**src/rtl/keypad_event_queue.sv**
```systemverilog
// Keypad event queue: turns key-level edges into press/release events and
// buffers them in a FIFO. Define KEYPAD_RELEASE_EVENT_EN to also emit release events.
module keypad_event_queue #(
    parameter int DEPTH = 4
) (
    input  logic        Clock,
    input  logic        Reset,
    input  logic [15:0] keys,
    output logic [3:0]  code,
    output logic        press,
    output logic        valid,
    input  logic        ready,
    output logic        ovf
);
    localparam int AW = $clog2(DEPTH);
`ifdef KEYPAD_RELEASE_EVENT_EN
    localparam int EW = 5;
`else
    localparam int EW = 4;
`endif
    localparam logic [AW:0]   FULL_CNT = DEPTH[AW:0];
    localparam logic [AW-1:0] PTR_ONE  = 1;
    localparam logic [AW:0]   CNT_ONE  = 1;

    logic [15:0]   keys_q, rise, pend_p, pop_p;
    logic [3:0]    idx_p;
    logic [EW-1:0] mem [DEPTH];
    logic [EW-1:0] wdata, head;
    logic [AW-1:0] wptr, rptr;
    logic [AW:0]   count;
    logic          rd, wr, full, can_pop;
`ifdef KEYPAD_RELEASE_EVENT_EN
    logic [15:0]   fall, pend_r, pop_r;
    logic [3:0]    idx_r;
`endif

    function automatic logic [3:0] lowest(input logic [15:0] m);
        lowest = 4'd0;
        for (int i = 15; i >= 0; i--)
            if (m[i]) lowest = 4'(i);
    endfunction

    assign rise    = keys & ~keys_q;
    assign idx_p   = lowest(pend_p);
    assign full    = (count == FULL_CNT);
    assign rd      = valid & ready;
    assign can_pop = !full || rd;
`ifdef KEYPAD_RELEASE_EVENT_EN
    assign fall    = ~keys & keys_q;
    assign idx_r   = lowest(pend_r);
`endif

    // Presses always win over releases so a quick tap reports press first.
    always_comb begin
        pop_p = '0;
        wr    = 1'b0;
        wdata = '0;
`ifdef KEYPAD_RELEASE_EVENT_EN
        pop_r = '0;
        if (can_pop) begin
            if (|pend_p) begin
                wr           = 1'b1;
                pop_p[idx_p] = 1'b1;
                wdata        = {1'b1, idx_p};
            end else if (|pend_r) begin
                wr           = 1'b1;
                pop_r[idx_r] = 1'b1;
                wdata        = {1'b0, idx_r};
            end
        end
`else
        if (can_pop && |pend_p) begin
            wr           = 1'b1;
            pop_p[idx_p] = 1'b1;
            wdata        = idx_p;
        end
`endif
    end

    always_ff @(posedge Clock) begin
        if (!Reset) begin
            keys_q <= '0;
            pend_p <= '0;
            wptr   <= '0;
            rptr   <= '0;
            count  <= '0;
            ovf    <= 1'b0;
`ifdef KEYPAD_RELEASE_EVENT_EN
            pend_r <= '0;
`endif
        end else begin
            keys_q <= keys;
            pend_p <= (pend_p & ~pop_p) | rise;
            // A second edge on a still-pending key merges into the first one.
            if (|(rise & pend_p & ~pop_p)) ovf <= 1'b1;
`ifdef KEYPAD_RELEASE_EVENT_EN
            pend_r <= (pend_r & ~pop_r) | fall;
            if (|(fall & pend_r & ~pop_r)) ovf <= 1'b1;
`endif
            if (wr) wptr <= wptr + PTR_ONE;
            if (rd) rptr <= rptr + PTR_ONE;
            case ({wr, rd})
                2'b10:   count <= count + CNT_ONE;
                2'b01:   count <= count - CNT_ONE;
                default: count <= count;
            endcase
        end
    end

    always_ff @(posedge Clock) begin
        if (Reset && wr) mem[wptr] <= wdata;
    end

    assign head  = mem[rptr];
    assign valid = (count != '0);
    assign code  = valid ? head[3:0] : 4'd0;
`ifdef KEYPAD_RELEASE_EVENT_EN
    assign press = valid & head[4];
`else
    assign press = 1'b1;
`endif
endmodule

```
**config.mk**
```make
export PLATFORM = sky130hd
export DESIGN_NAME = keypad_event_queue
export DESIGN_NICKNAME = d
export VERILOG_FILES = /design/src/rtl/keypad_event_queue.sv
export SDC_FILE = /design/constraint.sdc
export NUM_CORES = 1
export LEC_CHECK = 0
export ABC_AREA = 1
export CELL_PAD_IN_SITES_DETAIL_PLACEMENT = 2
export CELL_PAD_IN_SITES_GLOBAL_PLACEMENT = 2
export CORE_UTILIZATION = 33
export DETAILED_ROUTE_END_ITERATION = 7
export PLACE_DENSITY_LB_ADDON = 0.1
export RECOVER_POWER = 50
export SYNTH_ARGS = -nofsm -noshare
export SYNTH_HDL_FRONTEND = slang
export SYNTH_SLANG_ARGS = --single-unit
```
**constraint.sdc**
```tcl
create_clock -name Clock -period 2.6 [get_ports Clock]
set_input_delay 0.39 -clock Clock [delete_from_list [all_inputs] [get_ports Clock]]
set_output_delay 0.39 -clock Clock [all_outputs]
set_load 0.02 [all_outputs]
```
==> results of run 1 <==
[sequential cells by signal (all words and copies together), names as in the netlist, named ones only]
name    cells
count       3
keys_q     16
mem        16
ovf         1
pend_p     16
rptr        2
wptr        2
[repair_timing]
action / CTS / global route
resized for setup: 0 / 2
buffers inserted: 0 / 0
setup endpoints to repair: 0 / 1
[synthesized netlist by cell type]
cell / number
inv_1: 63
nor2_1: 63
nand2_1: 57
dfxtp_1: 42
a21oi_1: 30
nand3_1: 23
edfxtp_1: 16
o21ai_0: 16
inv_2: 7
clkbuf_1: 5
ha_1: 5
nand2_2: 5
nand4_1: 4
clkinv_1: 3
nor2_4: 3
a31oi_1: 2
nand3_2: 2
o21ai_1: 2
a21boi_4: 1
a21oi_2: 1
buf_4: 1
conb_1: 1
fa_1: 1
nand3b_1: 1
nand4_2: 1
nor2_2: 1
nor3_1: 1
nor3_2: 1
nor4_4: 1
o21bai_4: 1
[worst max-delay path, stage by stage (launching register included)]
cell and delay [ns]:
dfxtp_1 0.54, inv_1 0.21, o21ai_0 0.31, a21oi_1 0.11
clkdlybuf4s50_1 0.54
[power by group through the flow]
stage	Sequential (mW)	Combinational (mW)	Clock [mW]
2_1_floorplan	1.10	0.443	0
3_3_place_gp	1.12	0.671	0
3_5_place_dp	1.13	0.696	0
4_1_cts	1.11	0.704	0.928
5_1_grt	1.12	0.767	0.968
6_report	1.11	0.680	0.903
[routing by layer]
metal,track usage,part of all wire
met3,0.04472,0.027
met5,0,0
met2,0.3094,0.48
met1,0.2372,0.48
met4,0.06154,0.014
[cells by family after synthesis]
logic type               Yosys count
AND/OR/NAND/NOR                  163
buffers and inverters             79
flip-flops                        58
AO/OA/AOI/OAI                     53
adder cells (fa/ha/maj)            6
other                              1
[path summary, 6_finish.rpt]
| kind | from | to | slack (ns) | cells past startpoint |
|---|---|---|---|---|
| min reg2reg | rptr[0] | rptr[0] | 0.48 | 1 |
| max reg2reg | pend_p[12] | count[2] | 0.22 | 12 |
| max | flop | code[0] | 0.16 | 4 |
| min | rptr[0] | rptr[0] | 0.48 | 1 |
[final cells by class]
cell class	instances	area (um2)
clock buffers	9	123.9
clock inverters	7	83.83
fillers	942	4574
inverters	73	274.0
multi-input cells	223	1116
flip-flops and latches	58	1321
well taps	102	127.6
repair buffers	28	266.5
==> results.py, run 1 <==
metrics = {
    "run_status": {
        "status": "completed",
    },
    "synthesis": {
        "synth_nets": 385,
        "syn_area_um2": 2745,
        "synth_fa_ha_area_frac": 0.03008,
        "yosysSeqAreaShare": 0.4813,
        "synth_compound_area_frac": 0.1089,
        "yosys.area_share.simple": 0.2689,
        "synth_top_area_cell": "dfxtp_1",
        "synth_xor_area_frac": 0,
        "synth_top_family_by_area": "simple AND/OR/NAND/NOR gates",
        "netlist_instances": 360,
        "synth_area_leaders": "dfxtp_1 (31%), edfxtp_1 (18%), inv_1 (8.6%)",
        "ys_warn_count": 0,
        "synth_top_area_share": 0.3063,
        "synth_seq_cells": 58,
        "ys_types": 30,
        "synthMuxAreaShare": 0,
        "postSynthAreaPerCell_um2": 7.625,
    },
    "timing": {
        "setup_slack_ns": 0.1561,
        "maxSlewViolCount": 0,
        "finalHoldViolations": 0,
        "worstMarginPinSlew_ns": 0.6528,
        "rsz0062_at_grt": "false",
        "period_share": 0.9400,
        "whs_ns": 0.4808,
        "post-route-min-period_ns": 2.444,
        "setup_viol": 0,
        "max_freq_mhz": 409.2,
        "fin_setup_tns_ns": 0,
        "fin_skew_ns": 0.01137,
        "max-slew-margin-rel": 0.5608,
    },
    "final_layout": {
        "area_delta_synth_final_pct": 20.69,
        "final_cell_mix": "inv_1 (63), nor2_1 (62), nand2_1 (57)",
        "layout-drive-gt1-share": 0.1005,
        "fin_cells": 500,
        "layout_commonest_cell": "inv_1",
        "finish.utilization": 0.4201,
        "final_area_um2": 3313,
        "antenna_cells": 0,
        "final_nets": 418,
    },
    "routing": {
        "dr.pass1.iters": 4,
        "post-route-drc-count": 0,
        "vias": 2386,
        "wl_per_cell_um": 14.33,
        "dr.first_iter.drc_count": 69,
        "viasPerCell": 4.772,
        "ant_nets": 0,
        "wirelength_um": 7167,
    },
    "clock_network": {
        "clock_sinks": 58,
        "clk_pin_slew_ns": 0.07,
        "cts_made_buffers": 9,
        "htree_levels": 3,
        "clock_latency_ns": 0.34,
        "ctsHoldBuffers": 0,
        "cts_tree": "yes",
        "cts_root_buf": "clkbuf_8",
        "clock_path_buffers": 2,
    },
    "critical_path": {
        "critPathKind": "flop to output port",
        "end_kind": "output port",
        "start_kind": "flop",
        "required_ns": 2.21,
        "arrival_ns": 2.05,
        "path_max_fanout": 9,
    },
    "placed_design": {
        "globalplace.congestion": 0.7357,
        "dp.cells": 484,
        "io_buffers": 24,
        "dp_hpwl_um": 5445,
        "place_area_um2": 3117,
        "post-place-ws_ns": 0.06715,
    },
    "floorplan": {
        "io-pin-count": 26,
        "die_w_um": 93.21,
        "dieArea_um2": 8687,
        "placeableCoreArea_um2": 7888,
        "initial_core_util": 0.3480,
        "rows": 32,
        "die_h_um": 93.21,
    },
    "global_route": {
        "grt_pass1_wl_um": 12080,
        "antenna_found_initial": 0,
        "grt_max_degree": 25,
        "grt-ovfl-total": 0,
        "grt_pass1_vias": 2485,
        "grt_usage": 0.1864,
    },
    "min_path": {
        "holdCritPathClass": "flop to flop",
    },
    "pwr": {
        "fin_total_pwr_mw": 2.690,
        "p_int_mw": 1.816,
        "powerDensity_nw_per_um2": 811.8,
        "p_comb_frac": 0.253,
        "p_seq_frac": 0.411,
        "max-vdd-ir-drop_mv": 0.2738,
        "switchingPower_mw": 0.8733,
        "netSwitchingFraction": 0.3247,
        "p_leak_nw": 1.532,
        "p_clk_frac": 0.336,
    },
    "run": {
        "drv_cap": 0,
    },
}
Note: power is estimated with default switching activity, not from simulation.
==> run 2: changes to the inputs <==
--- a/config.mk
+++ b/config.mk
@@ -8,7 +8,9 @@
 export ABC_AREA = 1
 export CELL_PAD_IN_SITES_DETAIL_PLACEMENT = 2
 export CELL_PAD_IN_SITES_GLOBAL_PLACEMENT = 2
+export CORE_MARGIN = 2
 export CORE_UTILIZATION = 33
+export CTS_CLUSTER_SIZE = 20
 export DETAILED_ROUTE_END_ITERATION = 7
 export PLACE_DENSITY_LB_ADDON = 0.1
 export RECOVER_POWER = 50
==> results.py, run 2 (same netlist as run 1, synthesis figures left out) <==
metrics = {
    "run_status": {
        "status": "completed",
    },
    "clock_network": {
        "clock_latency_ns": 0.35,
        "ctsHoldBuffers": 0,
        "clock_path_buffers": 2,
        "htree_levels": 3,
        "postCtsSetupBuffers": 0,
        "clock_sinks": 58,
        "cts_made_buffers": 9,
        "cts_root_buf": "clkbuf_8",
        "clk_pin_slew_ns": 0.07,
        "cts_tree": "yes",
    },
    "routing": {
        "wl_per_cell_um": 14.26,
        "ant_nets": 0,
        "post-route-drc-count": 0,
        "dr.pass1.iters": 4,
        "dr.first_iter.drc_count": 34,
        "vias": 2341,
        "wirelength_um": 7186,
        "viasPerCell": 4.645,
    },
    "critical_path": {
        "path_cells": "nor2_1, nor2_1, o21ai_0, a21oi_1, clkdlybuf4s50_1",
        "reg2reg_from": "pend_p[10]",
        "worstPathBufferInverterCount": 1,
        "critPathKind": "flop to output port",
        "cpMostUsedCell": "nor2_1",
        "cpLargestDelayFamily": "buffers and inverters",
        "regToRegSetupSlack_ns": 0.35,
        "required_ns": 2.21,
        "cpMaxStageDelayCell": "clkdlybuf4s50_1",
        "arrival_ns": 1.94,
        "r2r_end": "count[2]",
        "start_kind": "flop",
        "critical-path-max-stage-delay_ns": 0.62,
        "end_kind": "output port",
        "reg2reg_depth": 12,
        "path_max_fanout": 9,
    },
    "pwr": {
        "p_leak_nw": 1.531,
        "max-vdd-ir-drop_mv": 0.2594,
        "powerDensity_nw_per_um2": 804.2,
    },
    "final_layout": {
        "final_area_um2": 3309,
        "layout-drive-gt1-share": 0.09273,
        "final_nets": 419,
        "final_cell_mix": "inv_1 (64), nor2_1 (62), nand2_1 (58)",
        "reg_top3": "keys_q (16), mem (16), pend_p (16)",
        "layout_commonest_cell": "inv_1",
        "nFillCells": 946,
        "finish.utilization": 0.4069,
        "antenna_cells": 0,
        "area_delta_synth_final_pct": 20.56,
    },
    "run": {
        "drv_cap": 0,
    },
    "timing": {
        "whs_ns": 0.4801,
        "max-slew-margin-rel": 0.4401,
        "finalHoldViolations": 0,
        "period_share": 0.8977,
        "post-route-min-period_ns": 2.334,
        "fin_setup_tns_ns": 0,
        "rsz0062_at_grt": "false",
        "setup_viol": 0,
        "maxSlewViolCount": 0,
        "fin_skew_ns": 0.009282,
        "worstMarginPinSlew_ns": 0.8399,
        "max_freq_mhz": 428.4,
    },
    "min_path": {
        "min_to": "rptr[0]",
        "holdCritPathClass": "flop to flop",
        "holdPathStages": 1,
        "hold_path_startpoint": "rptr[0]",
    },
    "placed_design": {
        "globalplace.congestion": 0.7578,
        "place_area_um2": 3128,
        "io_buffers": 24,
        "dp_hpwl_um": 5705,
    },
    "global_route": {
        "grt-ovfl-total": 0,
        "grt_max_degree": 18,
        "grt_pass1_wl_um": 11720,
        "grt_usage": 0.1732,
        "grt_pass1_vias": 2483,
        "antenna_found_initial": 0,
    },
    "floorplan": {
        "initial_core_util": 0.3375,
        "rows": 33,
        "placeableCoreArea_um2": 8134,
        "dieArea_um2": 9064,
        "die_h_um": 95.21,
        "die_w_um": 95.21,
        "io-pin-count": 26,
    },
}
-- run 2: cell count changes in the layout (fill, tap and decap cells not counted), sizes merged --
| cell | previous run | this run |
|---|---|---|
| buf | 3 | 2 |
| bufinv | 2 | 1 |
| clkbuf | 10 | 14 |
| clkdlybuf4s50 | 20 | 21 |
| clkinv | 7 | 6 |
| dlygate4sd3 | 4 | 3 |
-- run 2: final cells by class --
class | count | area (um2) | share of cell area
flip-flops and latches | 58 | 1321 | 0.3992
multi-input cells | 223 | 1104 | 0.3335
inverters | 73 | 274.0 | 0.08280
repair buffers | 29 | 266.5 | 0.08053
clock buffers | 11 | 162.7 | 0.04915
well taps | 105 | 131.4 | 0.03970
clock inverters | 5 | 50.05 | 0.01512
-- run 2: metal layers --
layer,track usage,part of all wire,vias to the layer above
met5,0,0,-
met4,0.06522,0.017,0
met3,0.03953,0.023,12
met2,0.3398,0.55,23
met1,0.1751,0.41,1119
li1,-,-,1187
-- run 2: what timing repair did --
| action | CTS | global route |
|---|---|---|
| endpoints found under the hold margin | 0 | 0 |
| resized for setup | 0 | 1 |
| setup endpoints to repair | 0 | 1 |
-- run 2: worst reg2reg max path, delay by kind of cell (launching register included) --
| kind | cells | cell delay (ns) |
|---|---|---|
| DFF | 1 | 0.34 |
| AOI/OAI and AO/OA | 5 | 0.65 |
| and+or+nand+nor | 2 | 0.38 |
| adders and majority gates | 2 | 0.56 |
| buffers and inverters | 3 | 0.20 |
-- run 2: how the worst max path moves through the flow --
stage / cells past startpoint / to / slack, ns
global placement: 14 / ovf / 0.14
detailed placement: 14 / ovf / 0.08
floorplan: 12 / count[2] / 0.27
global route: 12 / ovf / 0.10
CTS: 12 / count[2] / 0.15
finish: 5 / code[3] / 0.27
-- run 2: through the flow --
| step | setup slack [ns] | total power [mW] | cells |
|---|---|---|---|
| detailed placement | 0.07588 | 1.816 | 488 |
| global route | 0.1025 | 2.823 | 504 |
| finish | 0.2660 | 2.661 | 504 |
| floorplan | 0.2731 | 1.542 | 360 |
| global placement | 0.1388 | 1.790 | 488 |
| CTS | 0.1522 | 2.728 | 504 |
-- run 2: report_power, final --
group | internal (mW) | switching [mW] | leakage, nW
combinational | 0.253 | 0.414 | 0.927
clock | 0.518 | 0.370 | 0.106
sequential | 1.04 | 0.0702 | 0.499
total | 1.81 | 0.854 | 1.53
==> run 3: changes to the inputs <==
--- a/config.mk
+++ b/config.mk
@@ -8,8 +8,9 @@
 export ABC_AREA = 1
 export CELL_PAD_IN_SITES_DETAIL_PLACEMENT = 2
 export CELL_PAD_IN_SITES_GLOBAL_PLACEMENT = 2
-export CORE_MARGIN = 2
-export CORE_UTILIZATION = 33
+export CORE_MARGIN = 1.5
+export CORE_UTILIZATION = 30
+export CTS_CLUSTER_DIAMETER = 80
 export CTS_CLUSTER_SIZE = 20
 export DETAILED_ROUTE_END_ITERATION = 7
 export PLACE_DENSITY_LB_ADDON = 0.1
==> constraint.sdc (replaced) <==
create_clock -name Clock -period 2.1 [get_ports Clock]
set_input_delay 0.315 -clock Clock [delete_from_list [all_inputs] [get_ports Clock]]
set_output_delay 0.315 -clock Clock [all_outputs]
set_load 0.02 [all_outputs]
==> results.py, run 3 (same netlist as run 1, synthesis figures left out) <==
metrics = {
    "routing": {
        "wirelength_um": 8740,
        "dr.first_iter.drc_count": 58,
        "wl_per_cell_um": 15.89,
        "vias": 2584,
        "post-route-drc-count": 0,
        "viasPerCell": 4.698,
        "dr.pass1.iters": 6,
        "ant_nets": 0,
    },
    "pwr": {
        "switchingPower_mw": 1.184,
        "netSwitchingFraction": 0.3204,
        "max-vdd-ir-drop_mv": 0.3128,
        "fin_total_pwr_mw": 3.696,
        "p_leak_nw": 1.800,
        "p_seq_frac": 0.370,
        "p_clk_frac": 0.338,
        "p_comb_frac": 0.292,
        "p_int_mw": 2.512,
        "powerDensity_nw_per_um2": 956.3,
    },
    "critical_path": {
        "cpLargestDelayFamily": "simple AND/OR/NAND/NOR gates",
        "required_ns": 2.32,
        "path_cells": "buf_6, nand2_2, nand2_2, nand2_2, nand2_1, nand2_1, nand2_1, nand2_1, nand2_1, nand2_1, nand2_1, nand2_1, nand2_2, nand2_4, nand2_2, nand2_2, nand3_2, nand3_1, nand2_1, nor2_1, a21oi_1",
        "path_max_fanout": 5,
        "cpMostUsedCell": "nand2_1",
        "reg2reg_depth": 21,
        "regToRegSetupSlack_ns": -0.17,
        "start_kind": "flop",
        "cpMaxStageDelayCell": "dfxtp_2",
        "worst-path-stages": 21,
        "critPathKind": "flop to flop",
        "worstPathBufferInverterCount": 1,
        "critical-path-max-stage-delay_ns": 0.33,
        "end_kind": "flop",
        "arrival_ns": 2.49,
    },
    "timing": {
        "setup_viol": 2,
        "maxSlewViolCount": 0,
        "fin_skew_ns": 0.008518,
        "rsz0062_at_grt": "true",
        "max_freq_mhz": 440.1,
        "whs_ns": 0.4827,
        "post-route-min-period_ns": 2.272,
        "setup_slack_ns": -0.1723,
        "finalHoldViolations": 0,
        "period_share": 1.082,
    },
    "final_layout": {
        "layout-drive-gt1-share": 0.2692,
        "nFillCells": 995,
        "reg_top3": "keys_q (16), mem (16), pend_p (16)",
        "area_delta_synth_final_pct": 40.79,
        "final_area_um2": 3865,
        "antenna_cells": 0,
        "fin_cells": 550,
        "layout_commonest_cell": "nor2_1",
        "final_cell_mix": "nor2_1 (59), inv_1 (58), nand2_1 (53)",
        "final_nets": 462,
    },
    "min_path": {
        "holdPathStages": 2,
        "holdCritPathClass": "flop to flop",
    },
    "global_route": {
        "grt_max_degree": 25,
        "grt_usage": 0.1830,
        "grt_pass1_wl_um": 13680,
        "grt_pass1_vias": 2794,
        "antenna_found_initial": 0,
        "grt-ovfl-total": 0,
    },
    "run_status": {
        "status": "complete, but fails checks",
        "failed_checks": "negative setup slack",
    },
    "placed_design": {
        "place_area_um2": 3400,
        "io_buffers": 24,
        "post-place-ws_ns": -0.2821,
        "globalplace.congestion": 0.7593,
        "dp.cells": 523,
        "dp_hpwl_um": 5996,
    },
    "clock_network": {
        "htree_levels": 3,
        "cts_tree": "yes",
        "clock_latency_ns": 0.34,
        "clock_sinks": 58,
        "cts_root_buf": "clkbuf_8",
        "cts_made_buffers": 9,
        "clk_pin_slew_ns": 0.07,
        "clock_path_buffers": 2,
    },
    "floorplan": {
        "die_h_um": 98.66,
        "die_w_um": 98.66,
        "rows": 34,
        "initial_core_util": 0.3117,
        "placeableCoreArea_um2": 8806,
        "dieArea_um2": 9733,
        "io-pin-count": 26,
    },
    "run": {
        "drv_cap": 0,
    },
}
run 3: changes by cell type in the layout (fill, tap and decap cells not counted), moves of 4 or more:
cell,delta
nand2_2,+4
inv_2,+8
buf_4,+38
buf_6,+5
inv_1,-6
clkinv_1,-4
nand2_1,-5
dlygate4sd2_1,+4
dfxtp_2,+6
nand3_2,+5
dfxtp_1,-6
nand3_1,-7
run 3: routing by layer:
metal  global-route usage  vias up  routed length (um)
met5                    0        -                   0
met4              0.07582        0                 163
met3              0.03262       12                 174
met2               0.3264       33                4607
met1               0.2172     1265                3795
li1                     -     1274                   -
run 3: final timing paths:
kind / start / endpoint
worst min-delay path: rptr[1] / rptr[1]
worst max-delay path: pend_p[15] / ovf
worst max register to register: pend_p[15] / ovf
worst min register to register: rptr[1] / rptr[1]
run 3: timing repair:
item | 4_1_cts | 5_1_grt
setup endpoints to repair | 6 | 13
hold buffers | 0 | 0
resized for setup | 23 | 28
setup buffers | 3 | 8
hold endpoints to repair | 0 | 0
pin swaps | 9 | 27
run 3: power by group through the flow:
stage,combinational (mW),clock (mW),sequential (mW)
2_1_floorplan,0.559,0,1.36
3_3_place_gp,0.941,0,1.38
3_5_place_dp,0.972,0,1.39
4_1_cts,0.993,1.27,1.37
5_1_grt,1.20,1.32,1.38
6_report,1.08,1.25,1.37
run 3: per-stage QoR:
| stage | TNS, ns | utilization |
|---|---|---|
| after floorplan | 0 | - |
| after CTS | 0 | 0.4209 |
| after detailed placement | -0.6338 | 0.3860 |
| after global routing | -0.6720 | 0.4389 |
| after global placement | -0.3137 | 0.3860 |
| final | -0.1801 | 0.4389 |
run 3: final cells by class:
| class | instances | area [um2] | area share |
|---|---|---|---|
| Tap cell | 108 | 135.1 | 0.03496 |
| Sequential cell | 58 | 1329 | 0.3438 |
| Multi-Input combinational cell | 223 | 1275 | 0.3299 |
| Clock buffer | 10 | 127.6 | 0.03302 |
| Timing Repair Buffer | 72 | 619.3 | 0.1602 |
| Inverter | 73 | 274.0 | 0.07090 |
| Clock inverter | 6 | 105.1 | 0.02719 |
run 3: worst register-to-register path: cells and delay by family, from the launching register on:
family / cells / cell delay [ns]
compound gates: 1 / 0.10
buf+inv: 1 / 0.11
flops: 1 / 0.33
simple gates: 19 / 1.63
